<file path="config.mk">
export PLATFORM = sky130hd
export DESIGN_NAME = fluid_board_soc_shared_mem_streamer_flat
export DESIGN_NICKNAME = d
export VERILOG_FILES = /design/src/rtl/fluid_board_soc_shared_mem_pkg.sv /design/src/rtl/fluid_board_soc_shared_mem_streamer_if.sv /design/src/rtl/fluid_board_soc_skid_fifo2.sv /design/src/rtl/fluid_board_soc_shared_mem_streamer.sv /design/src/flat_wrapper.sv
export SDC_FILE = /design/constraint.sdc
export NUM_CORES = 1
export LEC_CHECK = 0
export CAP_MARGIN = 10
export CORE_ASPECT_RATIO = 1.75
export CORE_UTILIZATION = 45
export DETAILED_ROUTE_END_ITERATION = 16
export PLACE_DENSITY = 0.83
export SLEW_MARGIN = 40
export SYNTH_ARGS = -nofsm -noshare
export SYNTH_HDL_FRONTEND = slang
export SYNTH_SLANG_ARGS = --single-unit
</file>
<file path="constraint.sdc">
create_clock -name clk -period 3.15 [get_ports clk]
set_input_delay 0.315 -clock clk [delete_from_list [all_inputs] [get_ports clk]]
set_output_delay 0.315 -clock clk [all_outputs]
set_load 0.05 [all_outputs]
</file>
<file path="src/rtl/fluid_board_soc_shared_mem_pkg.sv">
// Shared definitions for the shared-RAM block streamer.
// FSM states, completion status codes and default geometry.
package fluid_board_soc_shared_mem_pkg;

    localparam int DEF_ADDR_W  = 14;
    localparam int DEF_DATA_W  = 16;
    localparam int DEF_MAX_LEN = 16384;

    localparam logic [1:0] STAT_OK     = 2'b00;
    localparam logic [1:0] STAT_ABORT  = 2'b01;
    localparam logic [1:0] STAT_BADLEN = 2'b10;

    typedef enum logic [2:0] {
        S_IDLE,
        S_CHECK,
        S_READ,
        S_DRAIN,
        S_WRITE,
        S_FINISH
    } state_t;

endpackage

</file>
<file path="src/rtl/fluid_board_soc_shared_mem_streamer_if.sv">
// RAM slave-port bus plus the source and sink streams.
// master = streamer side, slave = RAM/stream-peer side.
interface fluid_board_soc_shared_mem_streamer_if
    import fluid_board_soc_shared_mem_pkg::*;
#(
    parameter int ADDR_W = DEF_ADDR_W,
    parameter int DATA_W = DEF_DATA_W
);
    logic [ADDR_W-1:0] m_address;
    logic [1:0]        m_byteenable;
    logic              m_chipselect;
    logic              m_write;
    logic [DATA_W-1:0] m_writedata;
    logic              m_clken;
    logic [DATA_W-1:0] m_readdata;
    logic [DATA_W-1:0] src_data;
    logic              src_valid;
    logic              src_ready;
    logic [DATA_W-1:0] snk_data;
    logic              snk_valid;
    logic              snk_ready;

    modport master (
        output m_address, m_byteenable, m_chipselect,
        output m_write, m_writedata, m_clken,
        input  m_readdata,
        output src_data, src_valid,
        input  src_ready,
        input  snk_data, snk_valid,
        output snk_ready
    );

    modport slave (
        input  m_address, m_byteenable, m_chipselect,
        input  m_write, m_writedata, m_clken,
        output m_readdata,
        input  src_data, src_valid,
        output src_ready,
        output snk_data, snk_valid,
        input  snk_ready
    );
endinterface

</file>
<file path="src/rtl/fluid_board_soc_skid_fifo2.sv">
// Two-entry FIFO on the RAM read-return path.
// flush empties it in one cycle and wins over a push.
module fluid_board_soc_skid_fifo2 #(
    parameter int DATA_W = 16
) (
    input  logic              clk,
    input  logic              rst_n,
    input  logic              flush_i,
    input  logic              push_i,
    input  logic [DATA_W-1:0] push_data_i,
    input  logic              pop_i,
    output logic              valid_o,
    output logic [DATA_W-1:0] data_o,
    output logic [1:0]        count_o
);
    logic [DATA_W-1:0] head_q, head_d;
    logic [DATA_W-1:0] tail_q, tail_d;
    logic [1:0]        count_q, count_d;

    assign valid_o = (count_q != 2'd0);
    assign data_o  = head_q;
    assign count_o = count_q;

    // next occupancy and entry contents
    always_comb begin
        head_d  = head_q;
        tail_d  = tail_q;
        count_d = count_q;
        if (flush_i) begin
            count_d = 2'd0;
        end else begin
            unique case ({push_i, pop_i})
                2'b10: begin
                    if (count_q == 2'd0) head_d = push_data_i;
                    else                 tail_d = push_data_i;
                    count_d = count_q + 2'd1;
                end
                2'b01: begin
                    head_d  = tail_q;
                    count_d = count_q - 2'd1;
                end
                2'b11: begin
                    if (count_q == 2'd1) begin
                        head_d = push_data_i;
                    end else begin
                        head_d = tail_q;
                        tail_d = push_data_i;
                    end
                end
                default: ;
            endcase
        end
    end

    // entry and count registers
    always_ff @(posedge clk or negedge rst_n) begin
        if (!rst_n) begin
            head_q  <= '0;
            tail_q  <= '0;
            count_q <= 2'd0;
        end else begin
            head_q  <= head_d;
            tail_q  <= tail_d;
            count_q <= count_d;
        end
    end
endmodule

</file>
<file path="src/rtl/fluid_board_soc_shared_mem_streamer.sv">
// Block mover between the shared RAM second port and local streams.
// Reads land one cycle after issue; writes complete when presented.
module fluid_board_soc_shared_mem_streamer
    import fluid_board_soc_shared_mem_pkg::*;
#(
    parameter int ADDR_W  = DEF_ADDR_W,
    parameter int DATA_W  = DEF_DATA_W,
    parameter int MAX_LEN = DEF_MAX_LEN
) (
    input  logic              clk,
    input  logic              reset_n,
    input  logic              start,
    input  logic              dir,
    input  logic [ADDR_W-1:0] base_addr,
    input  logic [ADDR_W:0]   length,
    input  logic              abort,
    output logic              busy,
    output logic              done,
    output logic [1:0]        status,
    fluid_board_soc_shared_mem_streamer_if.master bus
);
    localparam int LEN_W = ADDR_W + 1;

    state_t            state_q, state_d;
    logic              dir_q, dir_d;
    logic [ADDR_W-1:0] addr_q, addr_d;
    logic [LEN_W-1:0]  cnt_q, cnt_d;
    logic [1:0]        status_q, status_d;
    logic              ab_q, ab_d;
    logic              inflight_q;
    logic              wr_pend_q;
    logic [DATA_W-1:0] wr_data_q, wr_data_d;
    logic              clken_q;

    logic              issue, accept, pop, push, flush, snk_rdy;
    logic              f_valid, drain_done;
    logic [DATA_W-1:0] f_data;
    logic [1:0]        f_count;
    logic [2:0]        occ;

    assign pop   = f_valid & bus.src_ready;
    assign occ   = {1'b0, f_count} + {2'b00, inflight_q}
                 - {2'b00, pop};
    assign issue = (state_q == S_READ) && (cnt_q != '0)
                 && (occ < 3'd2);

    assign snk_rdy = (state_q == S_WRITE) && (cnt_q != '0);
    assign accept  = snk_rdy & bus.snk_valid;

    // last word leaves the FIFO this cycle with nothing in flight
    assign drain_done = !inflight_q
                      && ((f_count == 2'd0)
                      || ((f_count == 2'd1) && pop));

    // data returning after an abort is dropped
    assign push = inflight_q & ~ab_q & ~flush;

    fluid_board_soc_skid_fifo2 #(.DATA_W(DATA_W)) u_fifo (
        .clk         (clk),
        .rst_n       (reset_n),
        .flush_i     (flush),
        .push_i      (push),
        .push_data_i (bus.m_readdata),
        .pop_i       (pop),
        .valid_o     (f_valid),
        .data_o      (f_data),
        .count_o     (f_count)
    );

    assign busy   = (state_q == S_CHECK) || (state_q == S_READ)
                 || (state_q == S_DRAIN) || (state_q == S_WRITE);
    assign done   = (state_q == S_FINISH);
    assign status = status_q;

    assign bus.m_address    = addr_q;
    assign bus.m_byteenable = 2'b11;
    assign bus.m_chipselect = issue | wr_pend_q;
    assign bus.m_write      = wr_pend_q;
    assign bus.m_writedata  = wr_data_q;
    assign bus.m_clken      = clken_q;
    assign bus.src_data     = f_data;
    assign bus.src_valid    = f_valid;
    assign bus.snk_ready    = snk_rdy;

    // next-state, counters and abort decisions
    always_comb begin
        state_d   = state_q;
        dir_d     = dir_q;
        addr_d    = addr_q;
        cnt_d     = cnt_q;
        status_d  = status_q;
        ab_d      = ab_q;
        flush     = 1'b0;
        wr_data_d = accept ? bus.snk_data : wr_data_q;
        if (issue || wr_pend_q) addr_d = addr_q + ADDR_W'(1);
        if (issue || accept)    cnt_d  = cnt_q - LEN_W'(1);
        unique case (state_q)
            S_IDLE: begin
                if (start) begin
                    dir_d    = dir;
                    addr_d   = base_addr;
                    cnt_d    = length;
                    status_d = STAT_OK;
                    ab_d     = 1'b0;
                    state_d  = S_CHECK;
                end
            end
            S_CHECK: begin
                if (cnt_q == '0) begin
                    status_d = STAT_OK;
                    state_d  = S_FINISH;
                end else if (cnt_q > LEN_W'(MAX_LEN)) begin
                    status_d = STAT_BADLEN;
                    state_d  = S_FINISH;
                end else begin
                    state_d = dir_q ? S_WRITE : S_READ;
                end
            end
            S_READ: begin
                if (abort) begin
                    flush   = 1'b1;
                    ab_d    = 1'b1;
                    state_d = S_DRAIN;
                end else if (issue && (cnt_q == LEN_W'(1))) begin
                    state_d = S_DRAIN;
                end
            end
            S_DRAIN: begin
                if (ab_q) begin
                    status_d = STAT_ABORT;
                    state_d  = S_FINISH;
                end else if (drain_done) begin
                    status_d = STAT_OK;
                    state_d  = S_FINISH;
                end else if (abort) begin
                    flush = 1'b1;
                    ab_d  = 1'b1;
                end
            end
            S_WRITE: begin
                if (cnt_q == '0) begin
                    status_d = STAT_OK;
                    state_d  = S_FINISH;
                end else if (abort
                    && !((cnt_q == LEN_W'(1)) && accept)) begin
                    flush   = 1'b1;
                    ab_d    = 1'b1;
                    state_d = S_DRAIN;
                end
            end
            S_FINISH: state_d = S_IDLE;
            default:  state_d = S_IDLE;
        endcase
    end

    // state and datapath registers
    always_ff @(posedge clk or negedge reset_n) begin
        if (!reset_n) begin
            state_q    <= S_IDLE;
            dir_q      <= 1'b0;
            addr_q     <= '0;
            cnt_q      <= '0;
            status_q   <= STAT_OK;
            ab_q       <= 1'b0;
            inflight_q <= 1'b0;
            wr_pend_q  <= 1'b0;
            wr_data_q  <= '0;
            clken_q    <= 1'b0;
        end else begin
            state_q    <= state_d;
            dir_q      <= dir_d;
            addr_q     <= addr_d;
            cnt_q      <= cnt_d;
            status_q   <= status_d;
            ab_q       <= ab_d;
            inflight_q <= issue;
            wr_pend_q  <= accept;
            wr_data_q  <= wr_data_d;
            clken_q    <= 1'b1;
        end
    end
endmodule

</file>
<file path="src/flat_wrapper.sv">
// flat-port wrapper written by rule: the top's interface ports become plain ports
module fluid_board_soc_shared_mem_streamer_flat import fluid_board_soc_shared_mem_pkg::*;
#(
    parameter int ADDR_W  = DEF_ADDR_W,
    parameter int DATA_W  = DEF_DATA_W,
    parameter int MAX_LEN = DEF_MAX_LEN
)
  (clk, reset_n, start, dir, base_addr, length, abort, busy, done, status, bus_m_address, bus_m_byteenable, bus_m_chipselect, bus_m_write, bus_m_writedata, bus_m_clken, bus_m_readdata, bus_src_data, bus_src_valid, bus_src_ready, bus_snk_data, bus_snk_valid, bus_snk_ready);
  fluid_board_soc_shared_mem_streamer_if #(.ADDR_W(ADDR_W), .DATA_W(DATA_W)) bus_i ();
  input  logic clk;
  input  logic reset_n;
  input  logic start;
  input  logic dir;
  input  logic [ADDR_W-1:0] base_addr;
  input  logic [ADDR_W:0] length;
  input  logic abort;
  output logic busy;
  output logic done;
  output logic [1:0] status;
  output wire logic [$bits(bus_i.m_address)-1:0] bus_m_address;
  output wire logic [$bits(bus_i.m_byteenable)-1:0] bus_m_byteenable;
  output wire logic [$bits(bus_i.m_chipselect)-1:0] bus_m_chipselect;
  output wire logic [$bits(bus_i.m_write)-1:0] bus_m_write;
  output wire logic [$bits(bus_i.m_writedata)-1:0] bus_m_writedata;
  output wire logic [$bits(bus_i.m_clken)-1:0] bus_m_clken;
  input wire logic [$bits(bus_i.m_readdata)-1:0] bus_m_readdata;
  output wire logic [$bits(bus_i.src_data)-1:0] bus_src_data;
  output wire logic [$bits(bus_i.src_valid)-1:0] bus_src_valid;
  input wire logic [$bits(bus_i.src_ready)-1:0] bus_src_ready;
  input wire logic [$bits(bus_i.snk_data)-1:0] bus_snk_data;
  input wire logic [$bits(bus_i.snk_valid)-1:0] bus_snk_valid;
  output wire logic [$bits(bus_i.snk_ready)-1:0] bus_snk_ready;
  assign bus_m_address = bus_i.m_address;
  assign bus_m_byteenable = bus_i.m_byteenable;
  assign bus_m_chipselect = bus_i.m_chipselect;
  assign bus_m_write = bus_i.m_write;
  assign bus_m_writedata = bus_i.m_writedata;
  assign bus_m_clken = bus_i.m_clken;
  assign bus_i.m_readdata = bus_m_readdata;
  assign bus_src_data = bus_i.src_data;
  assign bus_src_valid = bus_i.src_valid;
  assign bus_i.src_ready = bus_src_ready;
  assign bus_i.snk_data = bus_snk_data;
  assign bus_i.snk_valid = bus_snk_valid;
  assign bus_snk_ready = bus_i.snk_ready;
  fluid_board_soc_shared_mem_streamer #(.ADDR_W(ADDR_W), .DATA_W(DATA_W), .MAX_LEN(MAX_LEN)) u_core (.clk(clk), .reset_n(reset_n), .start(start), .dir(dir), .base_addr(base_addr), .length(length), .abort(abort), .busy(busy), .done(done), .status(status), .bus(bus_i));
endmodule
</file>
==> flow_summary.yaml, run 1 <==
final_layout:
  postLayoutCoreUtil: 0.686
  syn_to_final_growth_pct: 47.3
  post-route-cell-area_mm2: 0.00706
  drive_gt1_frac: 0.274
  fin_nets: 692
  mostFrequentLayoutCells: "120 x clkdlybuf4s50_1, 89 x dfrtp_1, 50 x buf_4"
  multi_input_area_mm2: 0.00259
  antenna_cells: 0
  final_common_cell: "clkdlybuf4s50_1"
  fill_cells: 773
  regArea_mm2: 0.00223
detailed_routing:
  ant_nets: 0
  routed_wl_um: 13600
  vias: 4233
  drc: 0
  wl_per_cell_um: 18.2
  drt_iter0_markers: 184
  via_per_inst: 5.69
  dr.pass1.iters: 4
clock_tree:
  clock_sinks: 89
  cts_tree: "yes"
  clk_pin_slew_ps: 60
  clk_latency_ps: 340
  cts_buffers: 9
  cts-root-buf: "clkbuf_16"
  cts_max_level: 3
  clockBufferDepth: 2
outcome:
  status: "complete, but fails checks"
  violations: "negative setup slack"
sta:
  setup_violations: 2
  max-slew-margin-rel: 0.556
  timing.hold.ws_ps: 498
  fin_skew_ps: 8.46
  period_needed_ps: 3180
  fin_crit_sh: 1.01
  fin_ws_ps: -32.7
  final_max_slew_viol_count: 0
  hold_viol: 0
  rsz0062_at_grt: "true"
  worstMarginPinSlew_ps: 666
  clock.fmax_mhz: 314
logic_synthesis:
  syn_area_per_cell_um2: 10.8
  synth-main-ff-cell: "dfrtp_1"
  ys_seq_area_frac: 0.465
  syn_inst: 444
  synth_edf_count: 0
  async_flop_share: 1.00
  ys_types: 66
  synth_area_mm2: 0.00479
  synth-seq-cells: 89
  ys.warnings.count: 0
place:
  place_area_mm2: 0.00642
  hpwl_um: 9640
  placement.io_buffers: 122
  gp_congestion: 0.904
  post-place-ws_ps: -50.3
setup_path:
  arrival_ps: 2870
  required_ps: 2830
  cp_max_fo: 3
  crit_path_end_kind: "primary output"
  critPathLaunchType: "flip-flop"
  worstSetupPathType: "flip-flop to primary output"
floorplan:
  ioPinCount: 125
  die_x_um: 80.0
  core_area_mm2: 0.0103
  row_count: 49
  start_util: 0.466
  die_y_um: 139
  die_area_mm2: 0.0111
global_route:
  grt_first_pass_wirelength_um: 21300
  grt_pass1_vias: 4469
  grt_usage: 0.247
  grt-ovfl-total: 0
  grt_max_degree: 68
  antenna_found_initial: 0
hold_path:
  min_path_type: "flip-flop to flip-flop"
run:
  cap_violations: 0
power:
  p_leak_nw: 2.95
  ir_worst_vdd_v: 0.000883
  power_density_mw_per_mm2: 1120
## final timing paths
check	cells past startpoint	slack (ps)	start	to
worst max-delay path	13	-30	u_core.u_fifo.count_o[1]	bus_m_chipselect
worst min-delay path	1	500	u_core.status[0]	u_core.status[0]
worst max register to register	16	-30	u_core.u_fifo.count_o[1]	u_core.cnt_q[11]
worst min register to register	1	500	u_core.status[0]	u_core.status[0]
max in group asynchronous	3	1940	reset_n	u_core.bus.m_writedata[14]
min in group asynchronous	2	520	reset_n	u_core.bus.m_address[13]
## cell type report
class | instances | area share
clock buffer | 10 | 0.0324
timing repair buffer | 179 | 0.243
tap | 127 | 0.0225
sequential | 89 | 0.315
clock inverter | 6 | 0.00956
inverter | 17 | 0.0101
multi-input combinational | 316 | 0.367
## report_power, final
part	internal [mW]	switching, mW	total (mW)	leakage (nW)
registers	1.68	0.491	2.18	1.09
clock network	0.618	0.458	1.08	0.139
logic	2.00	2.65	4.66	1.72
total	4.31	3.60	7.91	2.95
## state kept, by name (all words and copies together) (netlist names)
signal / cells
u_core.inflight_q: 1
u_core.status: 2
u_core.u_fifo.count_o: 2
u_core.bus.m_writedata: 16
u_core.bus.m_clken: 1
u_core.cnt_q: 15
u_core.dir_q: 1
u_core.bus.m_address: 14
u_core.state_q: 3
u_core.u_fifo.tail_q: 16
u_core.bus.m_write: 1
u_core.u_fifo.data_o: 16
u_core.ab_q: 1
## worst max-delay path, cell delays in order (launching register included)
cell	delay, ps
dfrtp_1	410
inv_2	90
ha_4	150
clkinvlp_4	90
nand2_2	90
inv_2	60
ha_4	270
nor2_4	30
fa_1	480
nor4b_4	330
a31oi_1	120
buf_4	180
clkinvlp_4	90
buf_8	140
## what timing repair did
item	4_1_cts	5_1_grt
setup endpoints to repair	24	56
buffers inserted	13	6
cloned	0	1
hold buffers	1	0
pin swaps	10	21
resized for setup	7	29
hold endpoints to repair	30	0
## logic make-up (layout without fill, tap and decap cells)
family                   count (synthesis)  in the layout  share of synthesized area
XOR/XNOR                                19             19                     0.0347
multiplexers                            50             50                      0.125
AND/OR/NAND/NOR                        138            138                      0.159
buffers and inverters                   41            212                     0.0441
flip-flops                              89             89                      0.465
AO/OA/AOI/OAI                           94             94                      0.139
other                                    1              3                   0.000782
adder cells (fa/ha/maj)                 12             12                     0.0329
## metal layers
| metal | part of all wire | global-route usage | wire length (um) |
|---|---|---|---|
| met1 | 0.37 | 0.265 | 4970 |
| met3 | 0.038 | 0.0362 | 522 |
| met2 | 0.55 | 0.450 | 7490 |
| met4 | 0.043 | 0.134 | 581 |
| met5 | 0 | 0 | 0 |
## synth_stat cells, types with 11 or more instances
library cell	n	area, um2
xnor2_1	18	158
a21oi_1	15	75.1
nand3_1	11	55.1
inv_1	16	60.1
mux2_2	39	439
a22o_1	16	140
nor3_1	11	55.1
nor2_1	23	86.3
ha_1	11	138
o21ai_0	22	110
nand2_1	41	154
dfrtp_1	89	2230
## through the flow
stage          total power, mW  std cells  setup TNS, ps
6_report                  7.91        744          -60.0
5_1_grt                   8.30        744          -2510
4_1_cts                   7.71        737          -16.2
3_5_place_dp              6.45        708           -288
3_3_place_gp              6.26        708              0
2_1_floorplan             4.98        446           -255
No activity file was read; power rests on OpenSTA's default activity.
==> run 2, diff against run 1 <==
--- a/config.mk
+++ b/config.mk
@@ -7,9 +7,9 @@
 export LEC_CHECK = 0
 export CAP_MARGIN = 10
 export CORE_ASPECT_RATIO = 1.75
-export CORE_UTILIZATION = 45
+export CORE_UTILIZATION = 49
 export DETAILED_ROUTE_END_ITERATION = 16
-export PLACE_DENSITY = 0.83
+export PLACE_DENSITY = 0.85
 export SLEW_MARGIN = 40
 export SYNTH_ARGS = -nofsm -noshare
 export SYNTH_HDL_FRONTEND = slang
==> constraint.sdc (replaced) <==
create_clock -name clk -period 3.62 [get_ports clk]
set_input_delay 0.362 -clock clk [delete_from_list [all_inputs] [get_ports clk]]
set_output_delay 0.362 -clock clk [all_outputs]
set_load 0.05 [all_outputs]
==> run 2 against run 1 <==
  * The run now ends clean
  * Register-to-register slack better by 300 ps
  * Design area is 7.1% lower
  * Worst setup slack better by 160 ps
  * Clock power is 10% lower
  * Via count is 6.6% lower
  * Sequential cell count stayed put
  * Sequential power is 14% lower
  * Final cell count is 5.8% lower
  * Wire length is 14% lower
  * Die area is 8.0% lower
  * Clock skew is 1.5 ps lower
  * Highest routed layer unchanged
  * Total power is 19% lower
==> flow_summary.yaml, run 2 (same netlist as run 1, synthesis figures left out) <==
detailed_routing:
  routed_wl_um: 11600
  route.layer.met1.wl_um: 4430
  routed-wl-met2_um: 6330
  routed.top_layer: "met4"
  dr_wl_met3_um: 474
  ant_nets: 0
  via_per_inst: 5.64
  wl_per_cell_um: 16.6
  drt_iter0_markers: 181
  drc: 0
  dr.pass1.iters: 4
  vias: 3955
clock_tree:
  cts_buffers: 9
  cts_tree: "yes"
  clk_latency_ps: 330
  clk_pin_slew_ps: 60
  cts_max_level: 3
  clock_sinks: 89
  cts-root-buf: "clkbuf_16"
  clockBufferDepth: 2
run:
  cap_violations: 0
setup_path:
  arrival_ps: 3130
  crit_path_end_kind: "primary output"
  cp_slowest_cell: "fa_2"
  worstPathCellList: "inv_2 > ha_2 > inv_1 > nand2_2 > inv_2 > ha_1 > nor2_2 > fa_2 > nor4b_4 > a31oi_1 > buf_6 > clkinvlp_4 > buf_6"
  cp_num_buf_inv: 6
  worstSetupPathType: "flip-flop to primary output"
  worst_path_largest_cell_delay_ps: 480
  cp_max_fo: 21
  cp_top_family: "adder cells"
  critPathLaunchType: "flip-flop"
  required_ps: 3260
final_layout:
  mostFrequentLayoutCells: "120 x clkdlybuf4s50_1, 89 x dfrtp_1, 40 x nand2_1"
  syn_to_final_growth_pct: 36.9
  antenna_cells: 0
  postLayoutCoreUtil: 0.693
  final_common_cell: "clkdlybuf4s50_1"
  finalNonFillerCells: 701
  fin_nets: 655
  drive_gt1_frac: 0.188
power:
  clockPowerShare: 0.152
  sw_frac_of_total: 0.449
  p_switching_mw: 2.87
  p_leak_nw: 2.74
  power.internal_mw: 3.52
  power_frac_comb: 0.554
  power_density_mw_per_mm2: 973
  ir_worst_vdd_v: 0.000581
  p_seq_frac: 0.294
sta:
  timing.hold.ws_ps: 485
  setup_tns_ps: 0
  setup_violations: 0
  final_max_slew_viol_count: 0
  hold_viol: 0
  fin_skew_ps: 6.92
  fin_crit_sh: 0.965
  worstMarginPinSlew_ps: 780
  max-slew-margin-rel: 0.480
  rsz0062_at_grt: "true"
  period_needed_ps: 3490
  clock.fmax_mhz: 286
floorplan:
  core_area_mm2: 0.00947
  start_util: 0.506
  die_area_mm2: 0.0102
  die_y_um: 133
  ioPinCount: 125
  row_count: 47
  die_x_um: 76.8
global_route:
  grt_usage: 0.241
  grt_pass1_vias: 4210
  antenna_found_initial: 0
  grt_max_degree: 44
  grt-ovfl-total: 0
  grt_first_pass_wirelength_um: 19600
place:
  gp_congestion: 0.876
  dp.cells: 684
  placement.io_buffers: 122
  hpwl_um: 8770
hold_path:
  min_path_type: "input port to asynchronous set/reset pin"
outcome:
  status: "complete, no violations"
## run 2: cell type report
| class | count | area (um2) |
|---|---|---|
| multi-input combinational | 316 | 2410 |
| tap | 122 | 153 |
| timing repair buffer | 142 | 1390 |
| sequential | 89 | 2230 |
| inverter | 17 | 67.6 |
| clock buffer | 12 | 246 |
| clock inverter | 3 | 65.1 |
| fill | 724 | 2910 |
## run 2: final timing paths
| path | endpoint | slack, ps | cells after the start | start |
|---|---|---|---|---|
| worst max-delay path | bus_m_chipselect | 130 | 13 | u_core.u_fifo.count_o[1] |
| worst min-delay path | u_core.state_q[0] | 490 | 2 | reset_n |
| worst max register to register | u_core.state_q[0] | 270 | 14 | u_core.u_fifo.count_o[1] |
| worst min register to register | u_core.bus.m_writedata[2] | 500 | 1 | u_core.bus.m_writedata[2] |
| max in group asynchronous | u_core.bus.m_address[3] | 2530 | 3 | reset_n |
| min in group clk | u_core.bus.m_writedata[2] | 500 | 1 | u_core.bus.m_writedata[2] |
## run 2: power by group through the flow
stage / clock network [mW] / registers [mW] / logic (mW)
6_report: 0.972 / 1.88 / 3.54
5_1_grt: 1.05 / 1.94 / 3.76
4_1_cts: 0.992 / 1.87 / 3.53
3_5_place_dp: 0 / 1.88 / 3.48
3_3_place_gp: 0 / 1.85 / 3.39
2_1_floorplan: 0 / 2.68 / 1.57
## run 2: metal layers
metal	GRT usage	up-vias
met2	0.417	134
li1	-	1875
met4	0.118	0
met5	0	-
met3	0.0469	33
met1	0.282	1913
## run 2: timing repair
action,CTS,global route
hold buffers,1,0
setup buffers,1,0
pin swaps,2,1
endpoints found under the setup margin,2,9
endpoints found under the hold margin,25,0
resized for setup,6,8
## run 2: metrics by stage
stage / total power [mW] / setup slack, ps / instance area [um2]
floorplan: 4.25 / 131 / 4810
global placement: 5.23 / 175 / 6150
detailed placement: 5.36 / 5.29 / 6180
CTS: 6.39 / 51.3 / 6520
global route: 6.75 / -72.8 / 6560
finish: 6.38 / 127 / 6560
==> run 3, diff against run 2 <==
--- a/config.mk
+++ b/config.mk
@@ -6,7 +6,6 @@
 export NUM_CORES = 1
 export LEC_CHECK = 0
 export CAP_MARGIN = 10
-export CORE_ASPECT_RATIO = 1.75
 export CORE_UTILIZATION = 49
 export DETAILED_ROUTE_END_ITERATION = 16
 export PLACE_DENSITY = 0.85
==> run 3 against run 2 <==
  * The flow now finishes with violations (negative hold slack)
  * Non-clock buffer count grew 5
  * Via count is 2.0% higher
  * Clock-buffer cell count fell by 3
  * Register-to-register slack lost 90 ps
  * Sequential share of layout area increased by 0.39 points
  * Sequential cell count unchanged
  * Die area is 0.15% lower
  * Combinational power is 3% higher
  * Design area is 1.1% lower
==> flow_summary.yaml, run 3 (same netlist as run 1, synthesis figures left out) <==
global_route:
  grt_max_degree: 75
  grt-ovfl-total: 0
  antenna_found_initial: 0
  grt_first_pass_wirelength_um: 19200
  grt_pass1_vias: 3970
  grt_usage: 0.244
sta:
  fin_crit_sh: 0.964
  hold_viol: 9
  period_needed_ps: 3490
  setup_tns_ps: 0
  max-slew-margin-rel: 0.523
  setup_violations: 0
  rsz0062_at_grt: "false"
  fin_skew_ps: 11.2
  final_max_slew_viol_count: 0
  clock.fmax_mhz: 286
  worstMarginPinSlew_ps: 716
  timing.hold.ws_ps: -22.3
power:
  clockPowerShare: 0.111
  p_seq_frac: 0.302
  power_density_mw_per_mm2: 952
  p_leak_nw: 2.71
  sw_frac_of_total: 0.480
  ir_worst_vdd_v: 0.000489
  p_switching_mw: 2.96
  power.internal_mw: 3.22
  power_frac_comb: 0.587
detailed_routing:
  vias: 4035
  wl_per_cell_um: 17.1
  dr.pass1.iters: 5
  via_per_inst: 5.65
  ant_nets: 0
  routed_wl_um: 12200
  drt_iter0_markers: 186
  drc: 0
floorplan:
  row_count: 35
  core_area_mm2: 0.00937
  die_area_mm2: 0.0102
  die_y_um: 101
  ioPinCount: 125
  start_util: 0.512
  die_x_um: 101
place:
  placement.io_buffers: 122
  gp_congestion: 0.853
  hpwl_um: 8580
clock_tree:
  cts-root-buf: "clkbuf_8"
  cts_buffers: 9
  cts_max_level: 3
  cts_tree: "yes"
  clock_sinks: 89
  clockBufferDepth: 2
  clk_pin_slew_ps: 100
  clk_latency_ps: 370
final_layout:
  final_common_cell: "clkdlybuf4s50_1"
  syn_to_final_growth_pct: 35.3
  drive_gt1_frac: 0.200
  postLayoutCoreUtil: 0.692
  fin_nets: 660
  mostFrequentLayoutCells: "120 x clkdlybuf4s50_1, 89 x dfrtp_1, 40 x nand2_1"
  fill_cells: 729
  antenna_cells: 0
setup_path:
  arrival_ps: 3130
  worstPathCellList: "inv_2 > ha_4 > inv_1 > nand2_2 > inv_2 > ha_1 > nor2_2 > fa_1 > nor4b_2 > buf_4 > a31oi_2 > buf_4 > clkinvlp_4 > buf_8"
  critPathLaunchType: "flip-flop"
  cp_num_buf_inv: 7
  crit_path_end_kind: "primary output"
  worstReg2RegEnd: "u_core.bus.m_address[13]"
  cp_max_fo: 4
  r2r_cells: 15
  cp_slowest_cell: "fa_1"
  reg2reg_slack_ps: 180
  worst_path_largest_cell_delay_ps: 510
  r2r-start: "u_core.u_fifo.count_o[1]"
  path_depth: 14
  required_ps: 3260
  worstSetupPathType: "flip-flop to primary output"
  cp_top_family: "adder cells"
run:
  cap_violations: 0
outcome:
  status: "complete, but fails checks"
  violations: "negative hold slack"
hold_path:
  min_path_type: "input port to asynchronous set/reset pin"
[run 3: changes by cell type in the layout (fill, tap and decap cells not counted), moves of 2 or more]
cell / change
clkbuf_8: +8
inv_8: +2
nor4_1: +2
nor4_2: -2
clkbuf_1: -2
bufinv_16: -2
clkinv_4: +2
buf_4: +5
clkbuf_16: -9
[run 3: layer usage]
metal	track usage	up-vias	share of wire
met5	0	-	0
met4	0.0780	0	0.017
met3	0.0458	20	0.054
met2	0.423	153	0.51
met1	0.308	1966	0.42
li1	-	1896	-
[run 3: area by class of cell]
type                    instances  area [um2]  share of cell area
repair buffers                147        1430               0.221
clock buffers                   9         124              0.0191
inverters                      17        67.6              0.0104
well taps                     129         161              0.0249
multi-input cells             316        2400               0.371
clock inverters                 7        72.6              0.0112
flip-flops and latches         89        2230               0.343
[run 3: worst max-delay path by stage]
stage	startpoint	end
after floorplan	u_core.u_fifo.count_o[1]	u_core.bus.m_address[12]
after global placement	bus_src_ready	u_core.bus.m_address[10]
after detailed placement	u_core.u_fifo.count_o[1]	u_core.bus.m_address[13]
after CTS	u_core.u_fifo.count_o[0]	bus_m_chipselect
after global routing	u_core.u_fifo.count_o[1]	bus_m_chipselect
final	u_core.u_fifo.count_o[1]	bus_m_chipselect
[run 3: power by group through the flow]
stage                     sequential, mW  clock [mW]  combinational, mW
final                               1.87       0.686               3.63
after global routing                1.92       0.729               3.85
after CTS                           1.85       0.693               3.60
after detailed placement            1.87           0               3.50
after global placement              1.84           0               3.39
after floorplan                     2.68           0               1.57
[run 3: worst register-to-register path, cell delays in order (launching register included)]
cell and delay, ps:
dfrtp_1 410, inv_2 100, ha_4 150, inv_1 80, nand2_2 90, inv_2 60, ha_1 280, nor2_2 40
fa_1 510, nor4b_2 300, buf_4 180, a31oi_2 120, buf_4 190, buf_4 170, or4_1 500, a31oi_1 190
[run 3: through the flow]
step           hold WS (ps)  total power [mW]  instances  setup slack [ps]  cell area (um2)
6_report              -22.3              6.18        714               129             6490
5_1_grt                33.2              6.49        714             0.854             6490
4_1_cts                25.4              6.15        712              37.5             6460
3_5_place_dp            430              5.37        690              83.2             6180
3_3_place_gp            480              5.24        690               216             6180
2_1_floorplan          66.4              4.25        446               131             4810
[run 3: what timing repair did]
action / CTS / global route
gates cloned: 1 / 0
hold buffers: 0 / 0
gates resized for setup: 8 / 4
pin swaps: 4 / 4
buffers inserted: 5 / 2
endpoints found under the setup margin: 1 / 33
